## config.mk

```make
export PLATFORM = sky130hd
export DESIGN_NAME = mem_arbiter_flat
export DESIGN_NICKNAME = d
export VERILOG_FILES = /design/src/rtl/mem_arbiter_pkg.sv /design/src/rtl/mem_arbiter_if.sv /design/src/rtl/rr_arbiter2.sv /design/src/rtl/mem_arbiter.sv /design/src/flat_wrapper.sv
export SDC_FILE = /design/constraint.sdc
export NUM_CORES = 1
export LEC_CHECK = 0
export BUFFER_PORTS_ARGS = -buffer_cell sky130_fd_sc_hd__buf_2
export CAP_MARGIN = 25
export CORE_UTILIZATION = 27
export DETAILED_ROUTE_END_ITERATION = 12
export GPL_ROUTABILITY_DRIVEN = 0
export PLACE_DENSITY = 0.83
export SLEW_MARGIN = 20
export SYNTH_ARGS = -nofsm -noshare
export SYNTH_HDL_FRONTEND = slang
export SYNTH_SLANG_ARGS = --single-unit
```

## constraint.sdc

```tcl
create_clock -name clk -period 4.2 [get_ports clk]
set_input_delay 0.84 -clock clk [delete_from_list [all_inputs] [get_ports clk]]
set_output_delay 0.84 -clock clk [all_outputs]
set_load 0.05 [all_outputs]
```

## src/rtl/mem_arbiter_pkg.sv

```systemverilog
// Shared definitions for the two-master RAM arbiter: bus command codes and
// the read-return phase encoding.
package mem_arbiter_pkg;

    localparam logic [1:0] MEM_NONE  = 2'b00;
    localparam logic [1:0] MEM_READ  = 2'b01;
    localparam logic [1:0] MEM_WRITE = 2'b10;

    typedef enum logic [1:0] {
        IDLE = 2'b00,
        RD0  = 2'b01,
        RD1  = 2'b10
    } retState_e;

    // Code 2'b11 is reserved and deliberately never counts as a request.
    function automatic logic isRequest(input logic [1:0] cmd);
        return (cmd == MEM_READ) || (cmd == MEM_WRITE);
    endfunction

endpackage

```

## src/rtl/mem_arbiter_if.sv

```systemverilog
// Bundle of both master request/response ports plus the RAM port.
// The arbiter uses the slave view; the masters and RAM sit on the master view.
interface mem_arbiter_if #(
    parameter int AW = 9,
    parameter int DW = 16
);
    logic [1:0]    m0_cmd;
    logic [AW-1:0] m0_addr;
    logic [DW-1:0] m0_wdata;
    logic          m0_wait;
    logic          m0_rvalid;

    logic [1:0]    m1_cmd;
    logic [AW-1:0] m1_addr;
    logic [DW-1:0] m1_wdata;
    logic          m1_wait;
    logic          m1_rvalid;

    logic [DW-1:0] rdata;
    logic [AW-1:0] ram_addr;
    logic [DW-1:0] ram_din;
    logic          ram_we;
    logic [DW-1:0] ram_dout;

    modport slave (
        input  m0_cmd, m0_addr, m0_wdata, m1_cmd, m1_addr, m1_wdata, ram_dout,
        output m0_wait, m0_rvalid, m1_wait, m1_rvalid, rdata,
        output ram_addr, ram_din, ram_we
    );

    modport master (
        output m0_cmd, m0_addr, m0_wdata, m1_cmd, m1_addr, m1_wdata, ram_dout,
        input  m0_wait, m0_rvalid, m1_wait, m1_rvalid, rdata,
        input  ram_addr, ram_din, ram_we
    );

endinterface

```

## src/rtl/rr_arbiter2.sv

```systemverilog
// Two-input round-robin grant. On a tie the requester that was not granted
// most recently wins; the history bit resets to "master 1" so master 0 wins first.
module rr_arbiter2 (
    input  logic       clk,
    input  logic       reset,
    input  logic [1:0] req_i,
    output logic [1:0] gnt_o
);

    logic lastGnt_q;
    logic lastGnt_d;

    always_comb begin
        gnt_o     = 2'b00;
        lastGnt_d = lastGnt_q;
        unique case (req_i)
            2'b01:   gnt_o = 2'b01;
            2'b10:   gnt_o = 2'b10;
            2'b11:   gnt_o = lastGnt_q ? 2'b01 : 2'b10;
            default: gnt_o = 2'b00;
        endcase
        if (gnt_o != 2'b00) begin
            lastGnt_d = gnt_o[1];
        end
    end

    always_ff @(posedge clk or posedge reset) begin
        if (reset) begin
            lastGnt_q <= 1'b1;
        end else begin
            lastGnt_q <= lastGnt_d;
        end
    end

endmodule

```

## src/rtl/mem_arbiter.sv

```systemverilog
// Shares one synchronous single-port RAM between two bus masters, granting at
// most one request per cycle and tagging the returning read data per master.
module mem_arbiter
    import mem_arbiter_pkg::*;
#(
    parameter int AW = 9,
    parameter int DW = 16
) (
    input  logic          clk,
    input  logic          reset,
    mem_arbiter_if.slave  bus
);

    logic [1:0]    req;
    logic [1:0]    gnt;
    logic [AW-1:0] addrMux;
    logic [DW-1:0] dinMux;
    logic          weMux;
    retState_e     state_q;
    retState_e     state_d;

    assign req[0] = isRequest(bus.m0_cmd);
    assign req[1] = isRequest(bus.m1_cmd);

    rr_arbiter2 u_rr (
        .clk   (clk),
        .reset (reset),
        .req_i (req),
        .gnt_o (gnt)
    );

    // A granted non-write is necessarily a read, which opens a return phase.
    always_comb begin
        addrMux = '0;
        dinMux  = '0;
        weMux   = 1'b0;
        state_d = IDLE;
        if (gnt[0]) begin
            addrMux = bus.m0_addr;
            if (bus.m0_cmd == MEM_WRITE) begin
                dinMux = bus.m0_wdata;
                weMux  = 1'b1;
            end else begin
                state_d = RD0;
            end
        end else if (gnt[1]) begin
            addrMux = bus.m1_addr;
            if (bus.m1_cmd == MEM_WRITE) begin
                dinMux = bus.m1_wdata;
                weMux  = 1'b1;
            end else begin
                state_d = RD1;
            end
        end
    end

    always_ff @(posedge clk or posedge reset) begin
        if (reset) begin
            state_q <= IDLE;
        end else begin
            state_q <= state_d;
        end
    end

    assign bus.ram_addr  = addrMux;
    assign bus.ram_din   = dinMux;
    assign bus.ram_we    = weMux;
    assign bus.rdata     = bus.ram_dout;
    assign bus.m0_wait   = req[0] & ~gnt[0];
    assign bus.m1_wait   = req[1] & ~gnt[1];
    assign bus.m0_rvalid = (state_q == RD0);
    assign bus.m1_rvalid = (state_q == RD1);

endmodule

```

## src/flat_wrapper.sv

```systemverilog
// flat-port wrapper written by rule: the top's interface ports become plain ports
module mem_arbiter_flat import mem_arbiter_pkg::*;
#(
    parameter int AW = 9,
    parameter int DW = 16
)
  (clk, reset, bus_m0_cmd, bus_m0_addr, bus_m0_wdata, bus_m1_cmd, bus_m1_addr, bus_m1_wdata, bus_ram_dout, bus_m0_wait, bus_m0_rvalid, bus_m1_wait, bus_m1_rvalid, bus_rdata, bus_ram_addr, bus_ram_din, bus_ram_we);
  mem_arbiter_if #(.AW(AW), .DW(DW)) bus_i ();
  input  logic clk;
  input  logic reset;
  input wire logic [$bits(bus_i.m0_cmd)-1:0] bus_m0_cmd;
  input wire logic [$bits(bus_i.m0_addr)-1:0] bus_m0_addr;
  input wire logic [$bits(bus_i.m0_wdata)-1:0] bus_m0_wdata;
  input wire logic [$bits(bus_i.m1_cmd)-1:0] bus_m1_cmd;
  input wire logic [$bits(bus_i.m1_addr)-1:0] bus_m1_addr;
  input wire logic [$bits(bus_i.m1_wdata)-1:0] bus_m1_wdata;
  input wire logic [$bits(bus_i.ram_dout)-1:0] bus_ram_dout;
  output wire logic [$bits(bus_i.m0_wait)-1:0] bus_m0_wait;
  output wire logic [$bits(bus_i.m0_rvalid)-1:0] bus_m0_rvalid;
  output wire logic [$bits(bus_i.m1_wait)-1:0] bus_m1_wait;
  output wire logic [$bits(bus_i.m1_rvalid)-1:0] bus_m1_rvalid;
  output wire logic [$bits(bus_i.rdata)-1:0] bus_rdata;
  output wire logic [$bits(bus_i.ram_addr)-1:0] bus_ram_addr;
  output wire logic [$bits(bus_i.ram_din)-1:0] bus_ram_din;
  output wire logic [$bits(bus_i.ram_we)-1:0] bus_ram_we;
  assign bus_i.m0_cmd = bus_m0_cmd;
  assign bus_i.m0_addr = bus_m0_addr;
  assign bus_i.m0_wdata = bus_m0_wdata;
  assign bus_i.m1_cmd = bus_m1_cmd;
  assign bus_i.m1_addr = bus_m1_addr;
  assign bus_i.m1_wdata = bus_m1_wdata;
  assign bus_i.ram_dout = bus_ram_dout;
  assign bus_m0_wait = bus_i.m0_wait;
  assign bus_m0_rvalid = bus_i.m0_rvalid;
  assign bus_m1_wait = bus_i.m1_wait;
  assign bus_m1_rvalid = bus_i.m1_rvalid;
  assign bus_rdata = bus_i.rdata;
  assign bus_ram_addr = bus_i.ram_addr;
  assign bus_ram_din = bus_i.ram_din;
  assign bus_ram_we = bus_i.ram_we;
  mem_arbiter #(.AW(AW), .DW(DW)) u_core (.clk(clk), .reset(reset), .bus(bus_i));
endmodule
```

**After elaboration in Yosys (flattened, before gate mapping)**

Index checks and enable logic that the tools add are counted.

- Equal/unequal tests: 9
- Mux-type cells: 16
- Bitwise gates (word level): 4
- Reduce and logical (&&, ||, !) cells: 3

Operators by type and width:

| kind | count |
|---|---|
| 2-to-1 mux 16 bit | 4 |
| 2-to-1 mux 9 bit | 2 |
| equality test 2 bit, second input constant | 5 |
| equality test 2 x 1 -> 1 bit, second input constant | 4 |
| 2-to-1 mux 2 bit | 4 |
| one-hot mux 2 bit (3 select lines) | 1 |
| 2-to-1 mux 1 bit | 5 |
| bitwise AND 1 bit | 2 |
| logical OR 1 bit | 2 |
| NOT 1 bit | 2 |
| nonzero test 2 bit | 1 |

- Register bits: 3
- Logic and storage cells: 34

**Depth between registers and ports, before layout**

- Depth in word-level cells: 6
- Mapped depth: 8

**Modules after synthesis**

From an unflattened synthesis, not the netlist that was laid out.

- Cell total of the unflattened synthesis: 97
- Area total of the unflattened synthesis: 700.7 um^2

Modules (own cells, without submodules):

| module | times used | cells each | area an instance (um^2) | sequential area each (um^2) |
|---|---|---|---|---|
| mem_arbiter | 1 | 90 | 643.1 | 50.0 |
| rr_arbiter2 | 1 | 7 | 57.6 | 26.3 |

**Least setup slack after synthesis**

No wires, ideal clock.

- Kind: input-to-output
- Start point: in bus_m1_cmd[0]
- End point: out bus_m0_wait
- Data arrival time: 2.367 ns
- Data required time: 3.360 ns
- Path slack: 0.993 ns
- Stages on the path: 4
- Buffers on the path: 1
- Path through: inv_1 -> ha_1 -> buf_6 -> nor3_1

- Cells in the longest elaborated chain, start to end: 6
- Elaborated cells between the ends (all ways): 9
- Classes of those cells: eq/ne (5); mux (1); bitwise (2); reduce/logical (1)

RTL lines:

| element | RTL line | RTL |
|---|---|---|
| start: declaration | flat_wrapper.sv:14 | `input wire logic [$bits(bus_i.m1_cmd)-1:0] bus_m1_cmd;` |
| equality test 2 x 1 -> 1 bit or equality test 2 bit (tied branches) | mem_arbiter_pkg.sv:17 | `return (cmd == MEM_READ) \|\| (cmd == MEM_WRITE);` |
| logical OR 1 bit (*) | mem_arbiter_pkg.sv:17 |  |
| equality test 2 bit or equality test 2 x 1 -> 1 bit (tied branches) | rr_arbiter2.sv:16 | `unique case (req_i)` |
| one-hot mux 2 bit (3 select lines) (*) | rr_arbiter2.sv:16 |  |
| NOT 1 bit (*) | mem_arbiter.sv:69 | `assign bus.m0_wait = req[0] & ~gnt[0];` |
| bitwise AND 1 bit (*) | mem_arbiter.sv:69 |  |
| end: declaration | flat_wrapper.sv:18 | `output wire logic [$bits(bus_i.m0_wait)-1:0] bus_m0_wait;` |

Mark *: on every way between the ends. The rest lies on a longest branch, timed or not.

**Worst setup path in the final report**

- Start point: in bus_m1_cmd[0]
- End point: out bus_ram_din[13]

- Cells in the longest elaborated chain, start to end: 6
- Elaborated cells between the ends (all ways): 10
- Classes of those cells: eq/ne (5); mux (4); reduce/logical (1)

RTL lines:

| element | RTL line | RTL |
|---|---|---|
| equality test 2 x 1 -> 1 bit or equality test 2 bit (tied branches) | mem_arbiter_pkg.sv:17, mem_arbiter.sv:48 |  |
| logical OR 1 bit | mem_arbiter_pkg.sv:17 |  |
| equality test 2 bit or equality test 2 x 1 -> 1 bit (tied branches) | rr_arbiter2.sv:16 |  |
| one-hot mux 2 bit (3 select lines) | rr_arbiter2.sv:16 |  |
| 2-to-1 mux 16 bit | mem_arbiter.sv:46 | `end else if (gnt[1]) begin` |
| 2-to-1 mux 16 bit (*) | mem_arbiter.sv:38 | `if (gnt[0]) begin` |
| end: declaration | flat_wrapper.sv:24 | `output wire logic [$bits(bus_i.ram_din)-1:0] bus_ram_din;` |

Marked as above.

==> run_results.csv <==
group,metric,value,unit
outcome,outcome,"complete, no violations",
detailed_routing,drc,0,
floorplanning,initial_utilization,29.6,%
synth,yosys.area_share.simple,14.0,%
floorplanning,die_h,48.8,µm
setup_path,r2r_cells,2,
detailed_routing,wl,2140,µm
finish,area_growth,54.5,%
power_and_ir_drop,p_per_area,359,nW/µm²
power_and_ir_drop,p_total,0.328,mW
synth,syn-cell-area,592,µm²
setup_path,cp-start-kind,"input pin",
sta,post-route-period-util,86.1,%
clocking,cts_sinks,3,
setup_path,worstPathArrival,2.78,ns
sta,setup_slack,0.583,ns
finish,mostFrequentLayoutCells,"buf_2, a22o_1, nor2b_1",
synth,synth.distinct_cells,19,
sta,drv_slew,0,
synth,synth.largest_area_cell,"a22o_1",
global_routing,grt_pass1_wl,3270,µm
placement,hpwl,1890,µm
run,cap_violations,0,
sta,worst_slew_pin_slew,0.616,ns
setup_path,r2r_setup_slack,3.05,ns
sta,clock.fmax,0.276,GHz
sta,skew,0.00225,ns
synth,yosysWarnings,0,
clocking,cts_setup_buffers,0,
detailed_routing,dr.pass1.iters,4,
min_path,hold_class,"in -> async",
setup_path,cp_data_required_time,3.36,ns
finish,n_antenna_cell,0,
synth,syn_nets,142,
clocking,insertion_delay,0.23,ns
synth,synth_adder_area_share,4.23,%
setup_path,path_class,"in -> out",
placement,port_buffers,85,
finish,fillers,208,
finish,fin_nets,211,
synth,synth_top_area_share,37.0,%
synth,synth.area.top_cells,"a22o_1, buf_4, dfrtp_1, buf_6, dfstp_2",
finish,drive_gt1_share,66.9,%
synth,synth_seq_cells,3,
synth,synth-compound-area-share,39.5,%
global_routing,grt_antenna_before_repair,0,
floorplanning,design.core.area,2000,µm²
sta,max_slew_margin,58.9,%
clocking,clk_pin_slew_worst_paths,0.04,ns
clocking,cts_buffer_depth,2,
detailed_routing,viasPerCell,4.73,
power_and_ir_drop,peakVddDrop,258,µV
floorplanning,dieArea,2380,µm²
synth,yosys.area_share.xor_xnor,0,%
synth,yosysSeqAreaShare,12.9,%
clocking,numCtsBuffers,3,
detailed_routing,routedWlPerCell,13.1,µm
global_routing,grt_max_degree,18,
global_routing,grt_usage,18.5,%
detailed_routing,via_count,771,
clocking,ctsHtreeMaxLevel,1,
detailed_routing,drtIter0Drc,5,
floorplanning,pin_count,118,
synth,netlist_instances,68,
setup_path,end_kind,"output port",
sta,rsz0062_at_grt,"false",
floorplanning,fp.dieW,48.8,µm
synth,synth.avg_cell_area,8.70,µm²
finish,layout_commonest_cell,"buf_2",
sta,fin_crit,3.62,ns
clocking,post_cts_resized,0,
synth,synth_top_family_by_area,"compound AO/OA/AOI/OAI gates",
setup_path,cp_max_fo,17,
synth,synth_mux_area_share,0,%
global_routing,grt_pass1_vias,762,
clocking,cts_hold_buffers,0,
clocking,cts_tree,"yes",
clocking,cts-root-buf,"clkbuf_4",
global_routing,grt-ovfl-total,0,
sta,hold_violations,0,
sta,fin_tns_setup,0,ns
detailed_routing,ant_nets,0,
power_and_ir_drop,p_leak,0.581,nW
floorplanning,num_rows,16,
sta,setup_viol,0,
placement,dp_slack,0.553,ns
==> kinds of logic (layout without fill, tap and decap cells) <==
family / Yosys count / after routing
AOI/OAI and AO/OA: 27 / 27
buffers and inverters: 24 / 92
and+or+nand+nor: 12 / 12
DFF: 3 / 3
adders and majority gates: 2 / 2
==> through the flow <==
step	hold WS [ns]	utilization (%)	area [µm²]	cells
2_1_floorplan	0.475	-	592	68
3_3_place_gp	0.502	44.4	888	159
3_5_place_dp	0.507	44.4	888	159
4_1_cts	0.451	45.7	915	163
5_1_grt	0.463	45.7	915	163
6_report	0.464	45.7	915	163
==> worst paths after layout <==
kind / start / endpoint
setup / recovery: bus_m1_cmd[0] / bus_ram_din[13]
max in group asynchronous: reset / u_core.u_rr.lastGnt_q$_DFFE_PP1P_
min in group clk: u_core.u_rr.lastGnt_q$_DFFE_PP1P_ / u_core.u_rr.lastGnt_q$_DFFE_PP1P_
setup reg to reg: u_core.u_rr.lastGnt_q$_DFFE_PP1P_ / u_core.state_q[0]$_DFF_PP0_
hold / removal: reset / u_core.state_q[0]$_DFF_PP0_
hold reg to reg: u_core.u_rr.lastGnt_q$_DFFE_PP1P_ / u_core.u_rr.lastGnt_q$_DFFE_PP1P_
==> synth_stat cells <==
| cell | instances |
|---|---|
| and2_1 | 1 |
| ha_1 | 2 |
| nor2b_1 | 4 |
| nor2b_2 | 1 |
| a22o_1 | 25 |
| o21ai_0 | 1 |
| buf_6 | 3 |
| dfrtp_1 | 2 |
| dfstp_2 | 1 |
| o21ba_1 | 1 |
| nand2_1 | 1 |
| nor2_1 | 1 |
| clkbuf_1 | 1 |
| buf_2 | 1 |
| nor3b_4 | 1 |
| or2_1 | 1 |
| buf_4 | 16 |
| nor3_1 | 2 |
| inv_1 | 3 |
==> report_power, final <==
group | internal [mW] | total [mW] | switching, mW
Combinational | 0.0699 | 0.236 | 0.166
Clock | 0.0356 | 0.0507 | 0.0151
Sequential | 0.0370 | 0.0419 | 0.00488
Total | 0.143 | 0.328 | 0.186
==> registers in the layout, summed over array words and instances (netlist names) <==
register	cells
u_core.state_q	2
u_core.u_rr.lastGnt_q	1
==> layer usage <==
layer  GRT usage, %  share of wire, %  routed length [µm]  vias to the layer above
met1           16.7                34                 718                      328
met2           37.3                56                1190                       64
met4           11.3             0.094                   2                        0
li1               -                 -                   -                      377
met5              0                 0                   0                        -
met3           3.43                10                 221                        2
==> worst max-delay path, cell delays in order <==
cell,delay [ns]
buf_2,0.07
inv_1,0.03
ha_1,0.42
o21ba_1,0.36
and2_1,0.54
a22o_1,0.24
buf_2,0.26
==> final cells by class <==
| cell class | count | area, µm² | area share (%) |
|---|---|---|---|
| Multi-Input combinational cell | 41 | 342 | 37.3 |
| Inverter | 3 | 11.3 | 1.23 |
| Tap cell | 27 | 33.8 | 3.69 |
| Clock buffer | 4 | 26.3 | 2.87 |
| Timing Repair Buffer | 85 | 425 | 46.5 |
| Sequential cell | 3 | 76.3 | 8.34 |
No activity file was read; power rests on OpenSTA's default activity.
